<file path="config.mk">
export PLATFORM = sky130hd
export DESIGN_NAME = iir_bp_biquad_mc_flat
export DESIGN_NICKNAME = d
export VERILOG_FILES = /design/src/rtl/iir_bp_biquad_mc_if.sv /design/src/rtl/iir_bp_biquad_mc.sv /design/src/flat_wrapper.sv
export SDC_FILE = /design/constraint.sdc
export NUM_CORES = 2
export LEC_CHECK = 0
export BUFFER_PORTS_ARGS = -buffer_cell sky130_fd_sc_hd__buf_2
export CORE_MARGIN = 4
export CORE_UTILIZATION = 49
export DETAILED_ROUTE_END_ITERATION = 10
export GPL_TIMING_DRIVEN = 0
export MAX_ROUTING_LAYER = met4
export PLACE_DENSITY = 0.68
export SETUP_SLACK_MARGIN = 0.2
export SLEW_MARGIN = 10
export SYNTH_ARGS = -nofsm -noshare
export SYNTH_HDL_FRONTEND = slang
export SYNTH_SLANG_ARGS = --single-unit
export TNS_END_PERCENT = 1
</file>
<file path="constraint.sdc">
create_clock -name clk -period 12.2 [get_ports clk]
set_clock_uncertainty 0.15 [all_clocks]
set_input_delay 2.44 -clock clk [delete_from_list [all_inputs] [get_ports clk]]
set_output_delay 2.44 -clock clk [all_outputs]
set_load 0.05 [all_outputs]
</file>
<file path="src/rtl/iir_bp_biquad_mc_if.sv">
// Bus bundle for iir_bp_biquad_mc: coefficient port, history clear, sample in/out streams, FSM debug.
// Both streams use valid/ready: a transfer happens on a rising edge where valid && ready are both 1;
// the source holds valid and its payload stable until that edge, and ready never waits on valid.
interface iir_bp_biquad_mc_if #(
    parameter int DATA_W = 16,
    parameter int COEF_W = 18,
    parameter int CH_W   = 2
);
    logic              coef_we;
    logic [1:0]        coef_addr;
    logic [COEF_W-1:0] coef_data;
    logic              hist_clr;
    logic              in_valid;
    logic              in_ready;
    logic [DATA_W-1:0] in_data;
    logic [CH_W-1:0]   in_ch;
    logic              out_valid;
    logic              out_ready;
    logic [DATA_W-1:0] out_data;
    logic [CH_W-1:0]   out_ch;
    logic              out_sat;
    logic [2:0]        dbg_state;

    modport master (
        output coef_we, coef_addr, coef_data, hist_clr, in_valid, in_data, in_ch, out_ready,
        input  in_ready, out_valid, out_data, out_ch, out_sat, dbg_state
    );

    modport slave (
        input  coef_we, coef_addr, coef_data, hist_clr, in_valid, in_data, in_ch, out_ready,
        output in_ready, out_valid, out_data, out_ch, out_sat, dbg_state
    );
endinterface

</file>
<file path="src/rtl/iir_bp_biquad_mc.sv">
// Time-multiplexed multi-channel band-pass biquad: one shared MAC, per-channel history, shared coefficients.
// Optional output saturation is enabled by defining IIR_BP_SAT_EN; otherwise results wrap.
module iir_bp_biquad_mc #(
    parameter int DATA_W   = 16,
    parameter int COEF_W   = 18,
    parameter int FRAC     = 14,
    parameter int CHANNELS = 4,
    parameter int CH_W     = (CHANNELS > 1) ? $clog2(CHANNELS) : 1
) (
    input logic              clk,
    input logic              rst,
    iir_bp_biquad_mc_if.slave bus
);
    localparam int ACC_W  = DATA_W + COEF_W + 3;
    localparam int PROD_W = DATA_W + COEF_W;

    localparam logic [2:0] S_IDLE = 3'd0;
    localparam logic [2:0] S_B0   = 3'd1;
    localparam logic [2:0] S_B2   = 3'd2;
    localparam logic [2:0] S_A1   = 3'd3;
    localparam logic [2:0] S_A2   = 3'd4;
    localparam logic [2:0] S_OUT  = 3'd5;

    logic [2:0]               state_q, state_d;
    logic signed [COEF_W-1:0] coef_q [4];
    logic signed [COEF_W-1:0] coef_d [4];
    logic signed [COEF_W-1:0] shd_q [4];
    logic signed [COEF_W-1:0] shd_d [4];
    logic signed [DATA_W-1:0] x_q, x_d;
    logic [CH_W-1:0]          ch_q, ch_d;
    logic signed [ACC_W-1:0]  acc_q, acc_d;
    logic signed [DATA_W-1:0] x1_q [CHANNELS];
    logic signed [DATA_W-1:0] x1_d [CHANNELS];
    logic signed [DATA_W-1:0] x2_q [CHANNELS];
    logic signed [DATA_W-1:0] x2_d [CHANNELS];
    logic signed [DATA_W-1:0] y1_q [CHANNELS];
    logic signed [DATA_W-1:0] y1_d [CHANNELS];
    logic signed [DATA_W-1:0] y2_q [CHANNELS];
    logic signed [DATA_W-1:0] y2_d [CHANNELS];
    logic                     clr_pend_q, clr_pend_d;
    logic                     out_valid_q, out_valid_d;
    logic signed [DATA_W-1:0] out_data_q, out_data_d;
    logic [CH_W-1:0]          out_ch_q, out_ch_d;
    logic                     out_sat_q, out_sat_d;

    logic signed [COEF_W-1:0] mul_c;
    logic signed [DATA_W-1:0] mul_x;
    logic signed [PROD_W-1:0] prod;
    logic signed [ACC_W-1:0]  acc_sum;
    logic signed [DATA_W-1:0] red_data;
    logic                     red_sat;
    logic                     clr_now;

    // Operand select for the shared multiplier; the shadow set keeps mid-sample writes out.
    always_comb begin
        mul_c = shd_q[0];
        mul_x = x_q;
        case (state_q)
            S_B2: begin
                mul_c = shd_q[1];
                mul_x = x2_q[ch_q];
            end
            S_A1: begin
                mul_c = shd_q[2];
                mul_x = y1_q[ch_q];
            end
            S_A2: begin
                mul_c = shd_q[3];
                mul_x = y2_q[ch_q];
            end
            default: ;
        endcase
    end

    assign prod    = PROD_W'(mul_c) * PROD_W'(mul_x);
    assign acc_sum = (state_q == S_A1 || state_q == S_A2) ? acc_q - ACC_W'(prod)
                                                            : acc_q + ACC_W'(prod);

`ifdef IIR_BP_SAT_EN
    localparam logic signed [ACC_W-1:0] SAT_MAX = ACC_W'((1 << (DATA_W - 1)) - 1);
    localparam logic signed [ACC_W-1:0] SAT_MIN = ~SAT_MAX;
    logic signed [ACC_W-1:0] shifted;

    assign shifted = acc_sum >>> FRAC;

    always_comb begin
        red_sat  = 1'b0;
        red_data = shifted[DATA_W-1:0];
        if (shifted > SAT_MAX) begin
            red_data = SAT_MAX[DATA_W-1:0];
            red_sat  = 1'b1;
        end else if (shifted < SAT_MIN) begin
            red_data = SAT_MIN[DATA_W-1:0];
            red_sat  = 1'b1;
        end
    end
`else
    assign red_data = DATA_W'(acc_sum >>> FRAC);
    assign red_sat  = 1'b0;
`endif

    always_comb begin
        state_d     = state_q;
        coef_d      = coef_q;
        shd_d       = shd_q;
        x_d         = x_q;
        ch_d        = ch_q;
        acc_d       = acc_q;
        x1_d        = x1_q;
        x2_d        = x2_q;
        y1_d        = y1_q;
        y2_d        = y2_q;
        clr_pend_d  = clr_pend_q;
        out_valid_d = out_valid_q;
        out_data_d  = out_data_q;
        out_ch_d    = out_ch_q;
        out_sat_d   = out_sat_q;
        clr_now     = 1'b0;

        if (bus.coef_we) coef_d[bus.coef_addr] = bus.coef_data;
        if (state_q != S_IDLE && bus.hist_clr) clr_pend_d = 1'b1;

        case (state_q)
            S_IDLE: begin
                clr_now = bus.hist_clr;
                // Samples tagged for a nonexistent channel are accepted and dropped.
                if (bus.in_valid && (32'(bus.in_ch) < CHANNELS)) begin
                    x_d     = bus.in_data;
                    ch_d    = bus.in_ch;
                    shd_d   = coef_q;
                    acc_d   = '0;
                    state_d = S_B0;
                end
            end
            S_B0: begin
                acc_d   = acc_sum;
                state_d = S_B2;
            end
            S_B2: begin
                acc_d   = acc_sum;
                state_d = S_A1;
            end
            S_A1: begin
                acc_d   = acc_sum;
                state_d = S_A2;
            end
            S_A2: begin
                acc_d       = acc_sum;
                out_valid_d = 1'b1;
                out_data_d  = red_data;
                out_ch_d    = ch_q;
                out_sat_d   = red_sat;
                state_d     = S_OUT;
            end
            S_OUT: begin
                if (bus.out_ready) begin
                    out_valid_d = 1'b0;
                    x2_d[ch_q]  = x1_q[ch_q];
                    x1_d[ch_q]  = x_q;
                    y2_d[ch_q]  = y1_q[ch_q];
                    y1_d[ch_q]  = out_data_q;
                    clr_now     = clr_pend_q || bus.hist_clr;
                    clr_pend_d  = 1'b0;
                    state_d     = S_IDLE;
                end
            end
            default: state_d = S_IDLE;
        endcase

        // A deferred clear lands after the history update of the sample that was in flight.
        if (clr_now) begin
            for (int i = 0; i < CHANNELS; i++) begin
                x1_d[i] = '0;
                x2_d[i] = '0;
                y1_d[i] = '0;
                y2_d[i] = '0;
            end
        end
    end

    always_ff @(posedge clk) begin
        if (rst) begin
            state_q     <= S_IDLE;
            coef_q      <= '{default: '0};
            shd_q       <= '{default: '0};
            x_q         <= '0;
            ch_q        <= '0;
            acc_q       <= '0;
            x1_q        <= '{default: '0};
            x2_q        <= '{default: '0};
            y1_q        <= '{default: '0};
            y2_q        <= '{default: '0};
            clr_pend_q  <= 1'b0;
            out_valid_q <= 1'b0;
            out_data_q  <= '0;
            out_ch_q    <= '0;
            out_sat_q   <= 1'b0;
        end else begin
            state_q     <= state_d;
            coef_q      <= coef_d;
            shd_q       <= shd_d;
            x_q         <= x_d;
            ch_q        <= ch_d;
            acc_q       <= acc_d;
            x1_q        <= x1_d;
            x2_q        <= x2_d;
            y1_q        <= y1_d;
            y2_q        <= y2_d;
            clr_pend_q  <= clr_pend_d;
            out_valid_q <= out_valid_d;
            out_data_q  <= out_data_d;
            out_ch_q    <= out_ch_d;
            out_sat_q   <= out_sat_d;
        end
    end

    assign bus.in_ready  = (state_q == S_IDLE) && !rst;
    assign bus.out_valid = out_valid_q;
    assign bus.out_data  = out_data_q;
    assign bus.out_ch    = out_ch_q;
    assign bus.out_sat   = out_sat_q;
    assign bus.dbg_state = state_q;
endmodule
</file>
<file path="src/flat_wrapper.sv">
// flat-port wrapper written by rule: the top's interface ports become plain ports
module iir_bp_biquad_mc_flat 
#(
    parameter int DATA_W   = 16,
    parameter int COEF_W   = 18,
    parameter int FRAC     = 14,
    parameter int CHANNELS = 4,
    parameter int CH_W     = (CHANNELS > 1) ? $clog2(CHANNELS) : 1
)
  (clk, rst, bus_coef_we, bus_coef_addr, bus_coef_data, bus_hist_clr, bus_in_valid, bus_in_data, bus_in_ch, bus_out_ready, bus_in_ready, bus_out_valid, bus_out_data, bus_out_ch, bus_out_sat, bus_dbg_state);
  iir_bp_biquad_mc_if #(.DATA_W(DATA_W), .COEF_W(COEF_W), .CH_W(CH_W)) bus_i ();
  input logic clk;
  input logic rst;
  input wire logic [$bits(bus_i.coef_we)-1:0] bus_coef_we;
  input wire logic [$bits(bus_i.coef_addr)-1:0] bus_coef_addr;
  input wire logic [$bits(bus_i.coef_data)-1:0] bus_coef_data;
  input wire logic [$bits(bus_i.hist_clr)-1:0] bus_hist_clr;
  input wire logic [$bits(bus_i.in_valid)-1:0] bus_in_valid;
  input wire logic [$bits(bus_i.in_data)-1:0] bus_in_data;
  input wire logic [$bits(bus_i.in_ch)-1:0] bus_in_ch;
  input wire logic [$bits(bus_i.out_ready)-1:0] bus_out_ready;
  output wire logic [$bits(bus_i.in_ready)-1:0] bus_in_ready;
  output wire logic [$bits(bus_i.out_valid)-1:0] bus_out_valid;
  output wire logic [$bits(bus_i.out_data)-1:0] bus_out_data;
  output wire logic [$bits(bus_i.out_ch)-1:0] bus_out_ch;
  output wire logic [$bits(bus_i.out_sat)-1:0] bus_out_sat;
  output wire logic [$bits(bus_i.dbg_state)-1:0] bus_dbg_state;
  assign bus_i.coef_we = bus_coef_we;
  assign bus_i.coef_addr = bus_coef_addr;
  assign bus_i.coef_data = bus_coef_data;
  assign bus_i.hist_clr = bus_hist_clr;
  assign bus_i.in_valid = bus_in_valid;
  assign bus_i.in_data = bus_in_data;
  assign bus_i.in_ch = bus_in_ch;
  assign bus_i.out_ready = bus_out_ready;
  assign bus_in_ready = bus_i.in_ready;
  assign bus_out_valid = bus_i.out_valid;
  assign bus_out_data = bus_i.out_data;
  assign bus_out_ch = bus_i.out_ch;
  assign bus_out_sat = bus_i.out_sat;
  assign bus_dbg_state = bus_i.dbg_state;
  iir_bp_biquad_mc #(.DATA_W(DATA_W), .COEF_W(COEF_W), .FRAC(FRAC), .CHANNELS(CHANNELS), .CH_W(CH_W)) u_core (.clk(clk), .rst(rst), .bus(bus_i));
endmodule
</file>
==> metrics.csv <==
stage;metric;value;unit
run_status;status;finished, final reports clean;
floorplan;core;0.06194;sq mm
yosys;yosys.area.top_type;dfxtp_1;
min_path;hp-start;u_core.coef_q[17];
placed_design;dpl_cell_area;0.03231;sq mm
layout;multi_input_area;0.01931;sq mm
yosys;async_reset_ff_frac;0;
routing;drc_errors;0;
layout;syn2layout_area_growth;11.79;%
yosys;synth_edf_count;0;
cts;htreeDepth;2;
layout;layout-drive-gt1-share;0.08557;
floorplan;pin_count;68;
routing;drtAntennaViolNets;0;
yosys;syn_inst;3700;
sta;slew_violations;0;
routing;wl_per_cell;21.43;microns
yosys;synth_area_leaders;dfxtp_1 31%, fa_1 17%, nand2_1 10%;
placed_design;place_congestion;1.006;
floorplan;die_area;0.06681;sq mm
grt;grt_pass1_vias;25662;
power_and_ir_drop;peakVddDrop;0.0001298;V
setup_path;worstSetupEndpointType;flip-flop;
layout;final.fill_count;5918;
layout;stdcell_area;0.03437;sq mm
sta;setup_violations;0;
yosys;postSynthAreaPerCell;8.309;sq um
setup_path;cp_slowest_cell;fa_1;
sta;fin_crit;11700;ps
floorplan;rows;91;
sta;slew-limit-headroom;0.1438;
placed_design;post-dp-hpwl;77910;microns
setup_path;critPathRequiredTime;12550;ps
sta;holdWs;279.3;ps
cts;clk_latency;640;ps
yosys;ys_warn_count;0;
yosys;yosysSeqAreaShare;0.3067;
yosys;synth-seq-cells;471;
min_path;hold_path.class;reg2reg;
routing;dr.pass1.iters;5;
floorplan;start_util;0.4963;
setup_path;path_max_fanout;10;
setup_path;critPathLaunch;u_core.ch_q[1];
floorplan;chipWidth;258.5;microns
grt;overflow;0;
yosys;synth_cell_types;94;
sta;rsz0062_at_grt;false;
power_and_ir_drop;power_leakage;13.02;nW
sta;hold_viol_final;0;
sta;fmax;85.44;MHz
yosys;syn_nets;4113;
cts;clk_path_buf_depth;3;
layout;final_net_count;4255;
cts;numCtsBuffers;51;
setup_path;worst_path_largest_cell_delay;560;ps
yosys;syn_area;0.03074;sq mm
grt;antenna_found_initial;3;
layout;regArea;0.009438;sq mm
grt;grt_start_max_net_pins;20;
cts;cts_tree;done;
grt;grt_pass1_wl;154700;microns
setup_path;worstPathArrival;12060;ps
layout;finalCoreUtilization;0.5549;
setup_path;worst-path-buf-inv;11;
cts;clock-sinks;471;
placed_design;port_buffers;65;
setup_path;start_kind;flip-flop;
cts;path_clk_slew;60;ps
floorplan;fp.dieH;258.5;microns
setup_path;critPathKind;reg2reg;
routing;num_vias;27167;
flow_run;maxCapViolations;0;
routing;vias_per_cell;5.757;
yosys;yosysMostFrequentCell;nand2_1;
setup_path;cpMostUsedCell;fa_1;
routing;initialDrtViolationCount;3154;
setup_path;cp_top_family;adder cells;
yosys;ys.flop_type;dfxtp_1;
yosys;synth.top_cell.area_share;0.3067;
setup_path;r2r_start;u_core.ch_q[1];
power_and_ir_drop;pwr_density_cell;135.7;mW/mm^2
cts;clock-root-buffer;clkbuf_16;
routing;wl;101100;microns
sta;worst_slew_pin_slew;1280;ps
sta;fin_crit_sh;0.9594;
grt;grt_util_all_layers;0.3072;
yosys;ys_top_cells_by_count;840 x nand2_1, 471 x dfxtp_1, 452 x a21oi_1;
[routing by layer]
metal,routed length [microns],share of wire,up-vias,track usage
met5,0,0,-,-
met4,3248,0.032,0,0.08756
met3,11370,0.11,190,0.05082
met2,43440,0.43,1398,0.4517
met1,43090,0.43,13148,0.4412
li1,-,-,12431,-
[flip-flops by register name, summed over array words and instances (netlist names), 3 cells and up]
register,cells
u_core.acc_q,30
u_core.bus.dbg_state,3
u_core.bus.out_data,16
u_core.coef_q,72
u_core.shd_q,72
u_core.x1_q,64
u_core.x2_q,64
u_core.x_q,16
u_core.y1_q,64
u_core.y2_q,64
[cells in the final DEF (no fill, tap or decap), drive strengths merged, types with 42 or more instances in the layout]
cell	count
mux2i	85
a21oi	454
nand2	840
buf	139
ha	111
dfxtp	471
o21ai	42
xnor2	61
fa	258
nor2	322
inv	347
clkbuf	248
[power by group]
part	switching (mW)	internal, mW
sequential	0.0643	1.59
clock	0.683	0.912
combinational	0.907	0.508
total	1.65	3.01
[logic make-up (layout without fill, tap and decap cells)]
group	Yosys count	after routing	synth area share
and+or+nand+nor	1402	1402	0.1963
AOI/OAI and AO/OA	667	667	0.1280
buffers and inverters	575	755	0.07216
DFF	471	471	0.3067
muxes	130	130	0.05881
xor gates and xnor gates	85	85	0.02466
adders and majority gates	369	369	0.2132
other	1	3	0.0001220
[worst paths after layout]
check | slack (ps) | cells past startpoint | endpoint
max reg2reg | 500 | 45 | u_core.acc_q[29]
min | 280 | 2 | u_core.shd_q[17]
max | 500 | 45 | u_core.acc_q[29]
min reg2reg | 280 | 2 | u_core.shd_q[17]
[final cells by class]
cell class                 instances  share of cell area
inverter                         345             0.03768
antenna                            2           0.0001456
multi-input combinational       2654              0.5619
sequential                       471              0.2746
tap                              837             0.03047
buffer                           229             0.03036
clock buffer                      68             0.04132
clock inverter                    23            0.008883
timing repair buffer              90             0.01467
[stage by stage]
step                      cells  worst slack (ps)  TNS, ps  power (mW)
final                      4719             495.8        0       4.665
after global routing       4719             171.1        0       4.862
after CTS                  4709             276.2        0       4.620
after detailed placement   4618             -1848   -21820       3.025
after global placement     4602             -2131   -29220       3.012
after floorplan            3700             827.8        0       2.638
[worst reg2reg max path, delay by kind of cell, from the launching register on]
family,cells,cell delay [ps]
muxes,1,380
AOI/OAI and AO/OA,12,2590
adders and majority gates,8,3660
xor gates and xnor gates,4,820
buffers and inverters,11,1830
DFF,1,470
and+or+nand+nor,9,1640
[timing repair]
| item | CTS | global route |
|---|---|---|
| endpoints found under the setup margin | 28 | 10 |
| gates resized for setup | 57 | 46 |
| buffers inserted | 1 | 6 |
| hold buffers | 0 | 0 |
| pin swaps | 0 | 2 |
(Power assumes the default switching activity.)
